**src/rtl/multisim_axi_pull_server.sv**
```systemverilog
// AXI manager whose AW/W/AR beats are pulled from, and B/R beats pushed to, a remote client.
// Each client call is a combinational request (_c) answered in the same cycle and taken at posedge.

module multisim_pull_chan #(
  parameter int unsigned W = 32
) (
  input  logic         clk,
  input  logic         rst,
  input  logic         started_i,
  output logic         pull_c_o,
  input  logic         avail_i,
  input  logic [W-1:0] data_i,
  output logic         valid_o,
  input  logic         ready_i,
  output logic [W-1:0] payload_o
);
  logic         valid_q, valid_d;
  logic [W-1:0] payload_q, payload_d;

  // Pull whenever the output slot is empty or being consumed this edge.
  assign pull_c_o = started_i & ~rst & (~valid_q | ready_i);

  always_comb begin
    valid_d   = valid_q;
    payload_d = payload_q;
    if (pull_c_o) begin
      valid_d = avail_i;
      if (avail_i) payload_d = data_i;
    end
  end

  always_ff @(posedge clk) begin
    if (rst) begin
      valid_q   <= 1'b0;
      payload_q <= '0;
    end else begin
      valid_q   <= valid_d;
      payload_q <= payload_d;
    end
  end

  assign valid_o   = valid_q;
  assign payload_o = payload_q;
endmodule

module multisim_push_chan #(
  parameter int unsigned W              = 32,
  parameter bit          DATA_IS_4STATE = 1'b0
) (
  input  logic         clk,
  input  logic         rst,
  input  logic         started_i,
  input  logic         start_i,
  input  logic         valid_i,
  input  logic [W-1:0] data_i,
  output logic         ready_o,
  output logic         push_c_o,
  output logic [W-1:0] push_data_c_o,
  input  logic         ack_i
);
  logic         ready_q, ready_d;
  logic         pend_q, pend_d;
  logic [W-1:0] skid_q, skid_d;
  logic [W-1:0] sel;

  // A refused beat is retried from the skid register until the client takes it.
  assign sel      = pend_q ? skid_q : data_i;
  assign push_c_o = started_i & ~rst & (pend_q | (valid_i & ready_q));

  if (DATA_IS_4STATE) begin : g_4state
    assign push_data_c_o = sel;
  end else begin : g_2state
    bit [W-1:0] sel_2s;
    assign sel_2s        = sel;
    assign push_data_c_o = sel_2s;
  end

  always_comb begin
    pend_d = pend_q;
    skid_d = skid_q;
    if (push_c_o) begin
      pend_d = ~ack_i;
      if (!ack_i) skid_d = push_data_c_o;
    end
    ready_d = (started_i | start_i) & ~pend_d;
  end

  always_ff @(posedge clk) begin
    if (rst) begin
      ready_q <= 1'b0;
      pend_q  <= 1'b0;
      skid_q  <= '0;
    end else begin
      ready_q <= ready_d;
      pend_q  <= pend_d;
      skid_q  <= skid_d;
    end
  end

  assign ready_o = ready_q;
endmodule

module multisim_axi_pull_server #(
  parameter bit          DATA_IS_4STATE = 1'b0,
  parameter int unsigned W_AW           = 32,
  parameter int unsigned W_W            = 32,
  parameter int unsigned W_B            = 32,
  parameter int unsigned W_AR           = 32,
  parameter int unsigned W_R            = 32
) (
  input  logic            clk,
  input  logic            rst,
  input  logic            rst_ni,
  output logic            start_c_o,
  output logic [W_AW-1:0] o_axi_m_aw,
  input  logic            i_axi_m_awready,
  output logic            o_axi_m_awvalid,
  output logic            aw_pull_c_o,
  input  logic            aw_avail_i,
  input  logic [W_AW-1:0] aw_data_i,
  output logic [W_W-1:0]  o_axi_m_w,
  input  logic            i_axi_m_wready,
  output logic            o_axi_m_wvalid,
  output logic            w_pull_c_o,
  input  logic            w_avail_i,
  input  logic [W_W-1:0]  w_data_i,
  input  logic [W_B-1:0]  i_axi_m_b,
  output logic            o_axi_m_bready,
  input  logic            i_axi_m_bvalid,
  output logic            b_push_c_o,
  output logic [W_B-1:0]  b_push_data_c_o,
  input  logic            b_ack_i,
  output logic [W_AR-1:0] o_axi_m_ar,
  input  logic            i_axi_m_arready,
  output logic            o_axi_m_arvalid,
  output logic            ar_pull_c_o,
  input  logic            ar_avail_i,
  input  logic [W_AR-1:0] ar_data_i,
  input  logic [W_R-1:0]  i_axi_m_r,
  output logic            o_axi_m_rready,
  input  logic            i_axi_m_rvalid,
  output logic            r_push_c_o,
  output logic [W_R-1:0]  r_push_data_c_o,
  input  logic            r_ack_i
);
  logic started_q;

  // Started survives the functional reset; only power-on clears it, so start is announced once.
  assign start_c_o = rst_ni & ~rst & ~started_q;

  always_ff @(posedge clk or negedge rst_ni) begin
    if (!rst_ni)        started_q <= 1'b0;
    else if (start_c_o) started_q <= 1'b1;
  end

  multisim_pull_chan #(.W(W_AW)) u_aw (
    .clk(clk), .rst(rst), .started_i(started_q),
    .pull_c_o(aw_pull_c_o), .avail_i(aw_avail_i), .data_i(aw_data_i),
    .valid_o(o_axi_m_awvalid), .ready_i(i_axi_m_awready), .payload_o(o_axi_m_aw)
  );

  multisim_pull_chan #(.W(W_W)) u_w (
    .clk(clk), .rst(rst), .started_i(started_q),
    .pull_c_o(w_pull_c_o), .avail_i(w_avail_i), .data_i(w_data_i),
    .valid_o(o_axi_m_wvalid), .ready_i(i_axi_m_wready), .payload_o(o_axi_m_w)
  );

  multisim_pull_chan #(.W(W_AR)) u_ar (
    .clk(clk), .rst(rst), .started_i(started_q),
    .pull_c_o(ar_pull_c_o), .avail_i(ar_avail_i), .data_i(ar_data_i),
    .valid_o(o_axi_m_arvalid), .ready_i(i_axi_m_arready), .payload_o(o_axi_m_ar)
  );

  multisim_push_chan #(.W(W_B), .DATA_IS_4STATE(DATA_IS_4STATE)) u_b (
    .clk(clk), .rst(rst), .started_i(started_q), .start_i(start_c_o),
    .valid_i(i_axi_m_bvalid), .data_i(i_axi_m_b), .ready_o(o_axi_m_bready),
    .push_c_o(b_push_c_o), .push_data_c_o(b_push_data_c_o), .ack_i(b_ack_i)
  );

  multisim_push_chan #(.W(W_R), .DATA_IS_4STATE(DATA_IS_4STATE)) u_r (
    .clk(clk), .rst(rst), .started_i(started_q), .start_i(start_c_o),
    .valid_i(i_axi_m_rvalid), .data_i(i_axi_m_r), .ready_o(o_axi_m_rready),
    .push_c_o(r_push_c_o), .push_data_c_o(r_push_data_c_o), .ack_i(r_ack_i)
  );
endmodule

```
**config.mk**
```make
export PLATFORM = sky130hd
export DESIGN_NAME = multisim_axi_pull_server
export DESIGN_NICKNAME = d
export VERILOG_FILES = /design/src/rtl/multisim_axi_pull_server.sv
export SDC_FILE = /design/constraint.sdc
export NUM_CORES = 1
export LEC_CHECK = 0
export BUFFER_PORTS_ARGS = -buffer_cell sky130_fd_sc_hd__buf_4
export CORE_MARGIN = 8
export CORE_UTILIZATION = 48
export CTS_BUF_LIST = sky130_fd_sc_hd__clkbuf_8 sky130_fd_sc_hd__clkbuf_16
export DETAILED_ROUTE_END_ITERATION = 8
export PLACE_DENSITY_LB_ADDON = 0.12
export SLEW_MARGIN = 20
export SYNTH_ARGS = -nofsm -noshare
export SYNTH_HDL_FRONTEND = slang
export SYNTH_HIERARCHICAL = 1
export SYNTH_SLANG_ARGS = --single-unit
```
**constraint.sdc**
```tcl
create_clock -name clk -period 1.9 [get_ports clk]
set_input_delay 0.095 -clock clk [delete_from_list [all_inputs] [get_ports clk]]
set_output_delay 0.095 -clock clk [all_outputs]
set_load 0.03 [all_outputs]
```
==> results by stage, run 1 <==
Clock network:
- The count of buffers added by post-CTS timing repair for setup is 0.
- The longest clock path from root to sink contains 2 buffers.
- Clock tree synthesis found a total of 168 sinks.
- The H-tree was split into 4 levels.
- TritonCTS created 17 clock buffers.
- The CTS tree is done.
- For the worst-skew pair, the clock arrives at the later sink with an insertion delay of 0.42 ns.
- The root buffer cell chosen for the clock tree is sky130_fd_sc_hd__clkbuf_16.
- After clock tree synthesis, the clock-pin slew on the worst setup and hold paths is 0.06 ns.

Place:
- Buffers placed on the I/O ports in this run total 343.
- The half-perimeter wire length of the detailed placement result is 17.1 mm.
- Counting tap cells, the placed design contains a total of 1334 instances.
- The global placer's final weighted congestion is 0.786.
- Once placement finished, the instance area stood at 10200 um^2.
- Prior to clock tree synthesis, the placed netlist has a worst setup slack of 0.360 ns.

Min path:
- The worst hold path belongs to the class in2async.

Layout:
- The number of standard cells in the layout, taps in and fillers out is 1466.
- The finished cells cover 11800 um^2.
- The final net count is 1408.
- The area added between synthesis and finish is 54.0%.
- The number of filler instances in the final layout is 1141.
- In the final layout, the share of cells above drive strength 1 is 38.5%.

Yosys:
- The post-synthesis net count is 993.
- Sorting the synthesized cells by area gives the leading types as sky130_fd_sc_hd__dfxtp_1 44%, sky130_fd_sc_hd__mux2i_1 13%, sky130_fd_sc_hd__mux2_2 9.4%, sky130_fd_sc_hd__nand2_1 9.0%, sky130_fd_sc_hd__nand2b_1 6.3%.
- The dominant synthesized flop cell is sky130_fd_sc_hd__dfxtp_1.
- The post-synthesis sequential area ratio is 43.9%.
- In this run, synthesis inferred 0 flip-flops with an integrated enable.
- The cell count after synthesis is 820.
- The most area-hungry cell type in the Yosys netlist is sky130_fd_sc_hd__dfxtp_1.
- The portion of synthesized cell area occupied by the leading cell type is 43.6%.
- The post-synthesis async set-or-reset flop share is 0.595%.
- The mean instance size in the synthesized netlist is 9.35 um^2.
- The distinct cell type count of the synthesized netlist is 27.
- By count the netlist is led by 183 x sky130_fd_sc_hd__nand2_1, 167 x sky130_fd_sc_hd__dfxtp_1, 96 x sky130_fd_sc_hd__mux2i_1.
- The cell area that synthesis handed to floorplanning was 7670 um^2.
- In this run, synthesis produced a sequential element count of 168.
- The number of warnings reported in the yosys synthesis log is 6.
- The most common cell in the synthesized netlist is sky130_fd_sc_hd__nand2_1.

Drt:
- The detailed-route wire length is 26.4 mm.
- The detail route stage leaves a number of antenna-violating nets equal to 0.
- The count of TritonRoute iterations in the first routing pass is 5.
- The via-per-instance ratio is 4.99.
- Dividing the detail-routed wire length by the instance count gives 18.0 um.
- The first routing iteration left 432 violations.
- The routed layout has 7320 vias.
- In the routed design, unresolved DRC markers number 0.

Pwr:
- In this run, flip-flops and latches consume 41.3% of the power.
- Of the total power, combinational logic draws 22.9%.
- Of the total power, the share spent switching nets is 28.4%.
- For this design the static power due to leakage is 5.38 nW.
- The clock network accounts for 35.8% of the total power.
- Power spread over the standard cell area amounts to 792 nW/um^2.
- The cell-internal power is 6.70 mW.
- The worst-case IR drop observed on VDD is 0.611 mV.
- The overall power consumption is 9.35 mW.
- In this run the power spent charging and discharging nets is 2.65 mW.

Critical path:
- Data on the critical path is required at its endpoint by 1.80 ns.
- On the critical path, the stage with the largest delay is an instance of sky130_fd_sc_hd__dfxtp_2.
- The startpoint class of the critical path is a flop.
- Of all nets on the critical path, the largest fanout is 17.
- The startpoint-to-endpoint class of the critical path is reg2out.
- Traced cell by cell, the critical path runs through buf_12 > a21o_1 > buf_6 > and3b_1 > buf_4.
- The data arrival at the endpoint of the critical path is 1.70 ns.
- In this design, the stage delay of the slowest critical-path cell is 0.40 ns.
- The worst setup path is captured at an output port.

GRT:
- After global routing the overflow that remains totals 0.
- The number of global-route vias before repair is 7592.
- The number of antenna violations at the first check in global routing is 2.
- The total global-route track usage is 25.1%.
- Entering global routing, the biggest net connects 61 pins.
- The wire length of the first global-routing pass is 40.3 mm.

Floorplan:
- The die area is 20300 um^2.
- The die outline height is 142 um.
- The die is 142 um wide.
- In this run the count of I/O pins placed on the die edge is 344.
- The effective utilization at floorplan is 48.6%.
- The floorplan row count is 46.
- The core region is 15800 um^2.

Timing:
- The transition time at the pin with the least slew margin is 0.587 ns.
- In this run the tightest slew margin relative to its limit is 60.9%.
- The final setup TNS is 0 ns.
- The final count of negative-setup-slack endpoints is 0.
- Between clock sinks in the finished design, the worst skew comes to 0.00896 ns.
- The maximum frequency from static timing analysis is 0.557 GHz.
- The portion of the clock cycle consumed by the worst path in the final layout is 94.5%.
- Setup repair after global routing left no endpoint under its margin.
- The total count of hold-check failures in the final report came to 0.
- The worst path needs 1.80 ns of the cycle, external delays included.
- The final number of max-transition violations is 0.
- Once routing completed, OpenROAD measured the worst setup slack at 0.105 ns.

Job:
- The max-capacitance violation count is 0.

Outcome:
- The flow ran to the end, and the final reports show no timing, DRC or antenna violations.
final timing paths:
| check | startpoint | end | slack, ns | depth (start not counted) |
|---|---|---|---|---|
| worst min register to register | u_ar/payload_o[11] | u_ar/payload_o[11] | 0.46 | 2 |
| min in group clk | i_axi_m_r[21] | u_r/skid_q[21] | 0.04 | 4 |
| worst max register to register | started_q | u_ar/payload_o[29] | 0.28 | 4 |
| max in group asynchronous | rst_ni | started_q | 1.78 | 2 |
| worst min-delay path | rst_ni | started_q | 0.03 | 2 |
| worst max-delay path | u_r/pend_q | r_push_c_o | 0.10 | 5 |
power by group through the flow:
stage | clock network (mW) | registers (mW) | logic, mW
6_report | 3.35 | 3.86 | 2.14
3_5_place_dp | 0 | 3.93 | 1.95
3_3_place_gp | 0 | 3.92 | 1.93
4_1_cts | 3.40 | 3.85 | 2.12
2_1_floorplan | 0 | 4.23 | 0.867
5_1_grt | 3.55 | 3.88 | 2.27
through the flow:
stage	hold slack (ns)	utilization [%]
finish	0.0261	74.9
global route	0.0267	74.9
detailed placement	-0.113	64.9
CTS	0.00914	74.6
global placement	-0.113	64.9
floorplan	-0.201	-
layout by cell type, fill, tap and decap left out, types with 4 or more instances in the layout:
cell type | netlist | final
sky130_fd_sc_hd__nand2_1 | 183 | 183
sky130_fd_sc_hd__buf_4 | 0 | 359
sky130_fd_sc_hd__mux2i_1 | 96 | 96
sky130_fd_sc_hd__nand2b_1 | 77 | 77
sky130_fd_sc_hd__dlygate4sd3_1 | 0 | 97
sky130_fd_sc_hd__buf_12 | 9 | 4
sky130_fd_sc_hd__nand3_1 | 64 | 64
sky130_fd_sc_hd__dfxtp_1 | 167 | 166
sky130_fd_sc_hd__nand2b_4 | 4 | 4
sky130_fd_sc_hd__clkbuf_16 | 0 | 18
sky130_fd_sc_hd__o21ai_1 | 64 | 64
sky130_fd_sc_hd__mux2_2 | 64 | 64
sky130_fd_sc_hd__nor2_1 | 5 | 5
sky130_fd_sc_hd__inv_1 | 2 | 6
layout make-up:
| type | instances | area (um^2) | area share (%) |
|---|---|---|---|
| Multi-Input combinational cell | 581 | 3800 | 32.1 |
| Timing Repair Buffer | 462 | 3780 | 32.0 |
| Sequential cell | 168 | 3370 | 28.5 |
| Clock buffer | 19 | 453 | 3.84 |
| Tap cell | 216 | 270 | 2.29 |
| Clock inverter | 12 | 113 | 0.953 |
| Inverter | 5 | 18.8 | 0.159 |
| Antenna cell | 3 | 7.51 | 0.0636 |
layer usage:
| metal | routed length, um | vias up | global-route usage, % | part of all wire, % |
|---|---|---|---|---|
| met4 | 1070 | 0 | 13.1 | 4.0 |
| li1 | - | 3569 | - | - |
| met5 | 0 | - | 0 | 0 |
| met2 | 13000 | 297 | 42.0 | 49 |
| met3 | 2240 | 66 | 9.73 | 8.5 |
| met1 | 10000 | 3388 | 27.2 | 38 |
flip-flops by register name, indices dropped and copies added, names as in the netlist, 32 cells and up:
name and flops:
u_w/payload_o 32, u_ar/payload_o 32, u_b/skid_q 32, u_r/skid_q 32, u_aw/payload_o 32
kinds of logic (layout without fill, tap and decap cells):
family | after synthesis | in the layout | share of synthesized area (%)
AO/OA/AOI/OAI | 73 | 73 | 5.08
other | 0 | 3 | 0
flip-flops | 168 | 168 | 43.9
multiplexers | 160 | 160 | 21.9
buffers and inverters | 71 | 498 | 6.56
AND/OR/NAND/NOR | 348 | 348 | 22.5
worst max-delay path: cells and delay by family (launching register included):
| family | cells | cell delay [ns] |
|---|---|---|
| AO/OA/AOI/OAI | 1 | 0.16 |
| buffers and inverters | 3 | 0.55 |
| flip-flops | 1 | 0.40 |
| AND/OR/NAND/NOR | 1 | 0.17 |
timing repair:
action / in CTS / in global routing
setup endpoints to repair: 0 / 1
endpoints found under the hold margin: 97 / 1
gates resized for setup: 0 / 2
hold buffers: 96 / 1
Power figures use the tool's default switching activity.
==> run 2: changes to the inputs <==
ABC_AREA = 1   (was unset)
CORE_UTILIZATION = 51   (was 48)
==> results by stage, run 2 <==
Clock network:
- The count of buffers added by post-CTS timing repair for setup is 0 (unchanged).
- The number of sinks on the clock net is 168 (unchanged).
- The buffer type at the clock tree root is sky130_fd_sc_hd__clkbuf_16 (unchanged).
- The number of CTS-inserted buffers came to 17 (unchanged).
- The clock slew seen by the registers of the worst setup and hold paths is 0.07 ns (was 0.06 ns).
- The insertion delay of the later-clocked pin in the worst-skew pair is 0.42 ns (about the same).
- The maximum clock path buffer count is 2 (unchanged).
- The CTS tree is done (unchanged).
- The number of levels the H-tree was split into was 4 (unchanged).

GRT:
- The number of global-route vias before repair is 10200 (was 7592).
- The wire length of the first global-routing pass is 48.9 mm (was 40.3 mm).
- The number of antenna violations at the first check in global routing is 1 (was 2).
- The sum of overflow across all layers after global routing is 0 (unchanged).
- The total global-route track usage came to 24.6% (was 25.1%).
- The met2 layer usage reported by global route is 43.3% (was 42.0%).
- The met1 track demand over resource is 28.0% (was 27.2%).
- The met3 demand-to-capacity share in global routing is 6.41% (was 9.73%).
- The largest net degree at the start of global routing is 34 (was 61).
- The busiest metal layer after global routing is met2 (unchanged).

Min path:
- The classification of the worst-slack hold path is in2reg (was in2async).
- The launch point of the worst hold path is aw_data_i[3].

Yosys:
- The post-synthesis sequential area ratio is 34.6% (was 43.9%).
- The library cell with the highest instance count after synthesis is sky130_fd_sc_hd__inv_1 (was sky130_fd_sc_hd__nand2_1).
- Synth top cells by count: 556 x sky130_fd_sc_hd__inv_1, 524 x sky130_fd_sc_hd__nand2_1, 167 x sky130_fd_sc_hd__dfxtp_1 (was 183 x sky130_fd_sc_hd__nand2_1, 167 x sky130_fd_sc_hd__dfxtp_1, 96 x sky130_fd_sc_hd__mux2i_1).
- The distinct cell type count of the synthesized netlist was 20 (was 27).
- The most area-hungry cell type in the Yosys netlist is sky130_fd_sc_hd__dfxtp_1 (unchanged).
- The number of enable flip-flop cells after synthesis was 0 (unchanged).
- The post-synthesis async set-or-reset flop share is 0.595% (unchanged).
- Top post-synthesis cells by area: sky130_fd_sc_hd__dfxtp_1 34%, sky130_fd_sc_hd__inv_1 21%, sky130_fd_sc_hd__nand2_1 20%, sky130_fd_sc_hd__nand4_1 10%, sky130_fd_sc_hd__nor2_1 6.3% (was sky130_fd_sc_hd__dfxtp_1 44%, sky130_fd_sc_hd__mux2i_1 13%, sky130_fd_sc_hd__mux2_2 9.4%, sky130_fd_sc_hd__nand2_1 9.0%, sky130_fd_sc_hd__nand2b_1 6.3%).
- The cell count after synthesis came to 1699 (was 820).
- The number of warnings reported in the yosys synthesis log is 6 (unchanged).
- The post-synthesis net count is 1872 (was 993).
- The dominant synthesized flop cell is sky130_fd_sc_hd__dfxtp_1 (unchanged).
- The mean instance size in the synthesized netlist is 5.74 um^2 (was 9.35 um^2).
- The number of register bits inferred by synthesis is 168 (unchanged).
- The synthesized area came to 9750 um^2 (was 7670 um^2).
- The portion of synthesized cell area occupied by the leading cell type came to 34.3% (was 43.6%).

Outcome:
- Outcome: finished, final reports clean (unchanged).

Floorplan:
- The die outline height came to 154 um (was 142 um).
- The area of the placeable core came to 18700 um^2 (was 15800 um^2).
- The floorplan row count was 50 (was 46).
- The effective utilization at floorplan is 52.1% (was 48.6%).
- The I/O pin count is 344 (unchanged).
- The die area is 23800 um^2 (was 20300 um^2).
- The overall die width is 154 um (was 142 um).

Place:
- The global placer's final weighted congestion is 0.818 (was 0.786).
- The number of cells after detailed placement is 2219 (was 1334).
- The number of buffers inserted by port buffering is 343 (unchanged).
- The half-perimeter wire length of the detailed placement result is 21.5 mm (was 17.1 mm).

Timing:
- The final number of max-transition violations is 0 (unchanged).
- The final setup TNS is 0 ns (unchanged).
- The transition time at the pin with the least slew margin is 1.02 ns (was 0.587 ns).
- The maximum frequency from static timing analysis is 0.571 GHz (was 0.557 GHz).
- The worst-case headroom to the max-slew limit is 32.2% (was 60.9%).
- The final count of negative-setup-slack endpoints is 0 (unchanged).
- The portion of the clock cycle consumed by the worst path in the final layout is 92.1% (was 94.5%).
- The largest clock skew in the final design is 0.0102 ns (was 0.00896 ns).
- The time the worst path needs with I/O delays and setup is 1.75 ns (was 1.80 ns).
- RSZ-0062 raised after global routing: false (unchanged).
- The total count of hold-check failures in the final report is 0 (unchanged).

Drt:
- The detailed-route wire length is 30.4 mm (was 26.4 mm).
- The count of vias placed by the detailed router is 10700 (was 7320).
- The DRC violations left was 0 (unchanged).
- The number of DRC markers in iteration 0 came to 558 (was 432).
- The count of TritonRoute iterations in the first routing pass is 5 (unchanged).
- The via-per-instance ratio was 4.62 (was 4.99).
- The antenna violation net count after detailed routing is 0 (unchanged).
- The routed wirelength normalized by instance count is 13.1 um (was 18.0 um).

Layout:
- The area added between synthesis and finish is 39.0% (was 54.0%).
- The final net count came to 2235 (was 1408).
- Highest-count cells in the layout ignoring fill and taps: 556 x sky130_fd_sc_hd__inv_1, 524 x sky130_fd_sc_hd__nand2_1, 377 x sky130_fd_sc_hd__buf_4 (was 359 x sky130_fd_sc_hd__buf_4, 183 x sky130_fd_sc_hd__nand2_1, 166 x sky130_fd_sc_hd__dfxtp_1).
- The proportion of layout cells with a drive suffix above 1 was 21.1% (was 38.5%).
- The most frequent standard cell in the layout excluding fill and tap cells was sky130_fd_sc_hd__inv_1 (was sky130_fd_sc_hd__buf_4).
- The number of standard cells in the layout, taps in and fillers out is 2310 (was 1466).

Pwr:
- The ratio of total power to cell area is 713 nW/um^2 (was 792 nW/um^2).
- The worst voltage drop across the vdd grid came to 0.635 mV (was 0.611 mV).
- The static leakage is 8.35 nW (was 5.38 nW).

Critical path:
- Cells along the critical path: inv_1 > nor2_4 > buf_4 > and2_1 > buf_4 (was buf_12 > a21o_1 > buf_6 > and3b_1 > buf_4).
- The endpoint of the worst-slack reg-to-reg timing path is u_b/pend_q (was u_ar/payload_o[29]).
- The startpoint of the most critical register-to-register path is u_b/pend_q (was started_q).
- The startpoint-to-endpoint class of the critical path is reg2out (unchanged).
- The capturing instance or port of the critical path is r_push_c_o (unchanged).
- The element type at the critical path end was an output port (unchanged).
- The data arrival at the endpoint of the critical path is 1.66 ns (was 1.70 ns).
- The cell occurring most often along the worst timing path is sky130_fd_sc_hd__buf_4.
- The cell with the biggest individual delay on the critical path was sky130_fd_sc_hd__dfrtp_2 (was sky130_fd_sc_hd__dfxtp_2).
- The register-to-register setup slack came to 0.34 ns (was 0.28 ns).
- The critical path's largest stage delay is 0.46 ns (was 0.40 ns).
- The startpoint class of the critical path is a flop (unchanged).
- The timing startpoint of the critical path is started_q (was u_r/pend_q).
- The endpoint required time on the critical path is 1.80 ns (about the same).
- The number of cells on the worst reg-to-reg path is 6 (was 4).
- The largest fanout of any net on the critical path is 17 (unchanged).

Job:
- The max-capacitance violation count came to 0 (unchanged).
-- run 2: cell count changes after synthesis, moves of 9 or more --
cell and delta:
sky130_fd_sc_hd__mux2i_1 -96, sky130_fd_sc_hd__inv_2 +9, sky130_fd_sc_hd__mux2_2 -64, sky130_fd_sc_hd__nand4_1 +160
sky130_fd_sc_hd__inv_1 +554, sky130_fd_sc_hd__buf_2 +36, sky130_fd_sc_hd__o21ai_1 -64, sky130_fd_sc_hd__buf_12 -9
sky130_fd_sc_hd__nand2b_1 -77, sky130_fd_sc_hd__nand3_1 -64, sky130_fd_sc_hd__nor2_1 +159, sky130_fd_sc_hd__nand2_1 +341
-- run 2: per-stage QoR --
step | power [mW] | util (%) | setup WS, ns | area (um^2) | hold WS (ns)
floorplan | 5.43 | - | 0.579 | 9750 | -0.201
global placement | 6.36 | 66.4 | 0.363 | 12400 | -0.120
detailed placement | 6.39 | 66.4 | 0.330 | 12400 | -0.120
CTS | 9.73 | 72.4 | 0.0872 | 13500 | 0.0000428
global route | 10.1 | 72.4 | 0.0254 | 13500 | 0.0262
finish | 9.66 | 72.4 | 0.150 | 13500 | 0.0130
-- run 2: cell families after synthesis --
kind of cell	count (synthesis)	share of synthesized area, %
AO/OA/AOI/OAI	7	0.359
buffers and inverters	660	26.6
flip-flops	168	34.6
AND/OR/NAND/NOR	864	38.5
-- run 2: critical path, delay by kind of cell (launching register included) --
kind	cells	cell delay (ns)
flip-flops	1	0.46
AND/OR/NAND/NOR	2	0.28
buffers and inverters	3	0.50
-- run 2: metal layers --
metal	vias up	wire length, um
li1	5554	-
met1	4658	12200
met2	408	14800
met3	52	2500
met4	0	838
met5	-	0
-- run 2: area by class of cell --
class	instances	area, um^2
Clock buffer	17	425
Sequential cell	168	3370
Clock inverter	15	118
Fill cell	1635	5160
Timing Repair Buffer	436	3420
Tap cell	234	293
Multi-Input combinational cell	871	3790
Antenna cell	1	2.50
Inverter	568	2130
-- run 2: worst min-delay path by stage --
stage	depth (start not counted)	slack (ns)	endpoint
2_1_floorplan	0	-0.20	started_q
3_3_place_gp	1	-0.12	started_q
3_5_place_dp	1	-0.12	started_q
4_1_cts	5	0.00004	u_w/payload_o[23]
5_1_grt	2	0.03	started_q
6_report	5	0.01	u_aw/payload_o[3]
-- run 2: timing repair --
action,CTS,global route
resized for setup,1,1
hold buffers,58,0
endpoints found under the hold margin,59,0
endpoints found under the setup margin,1,1
-- run 2: where the power goes --
part           total (mW)  switching, mW  internal (mW)
clock                3.23           1.53           1.70
sequential           3.83          0.102           3.73
combinational        2.59           1.57           1.02
total                9.66           3.20           6.46
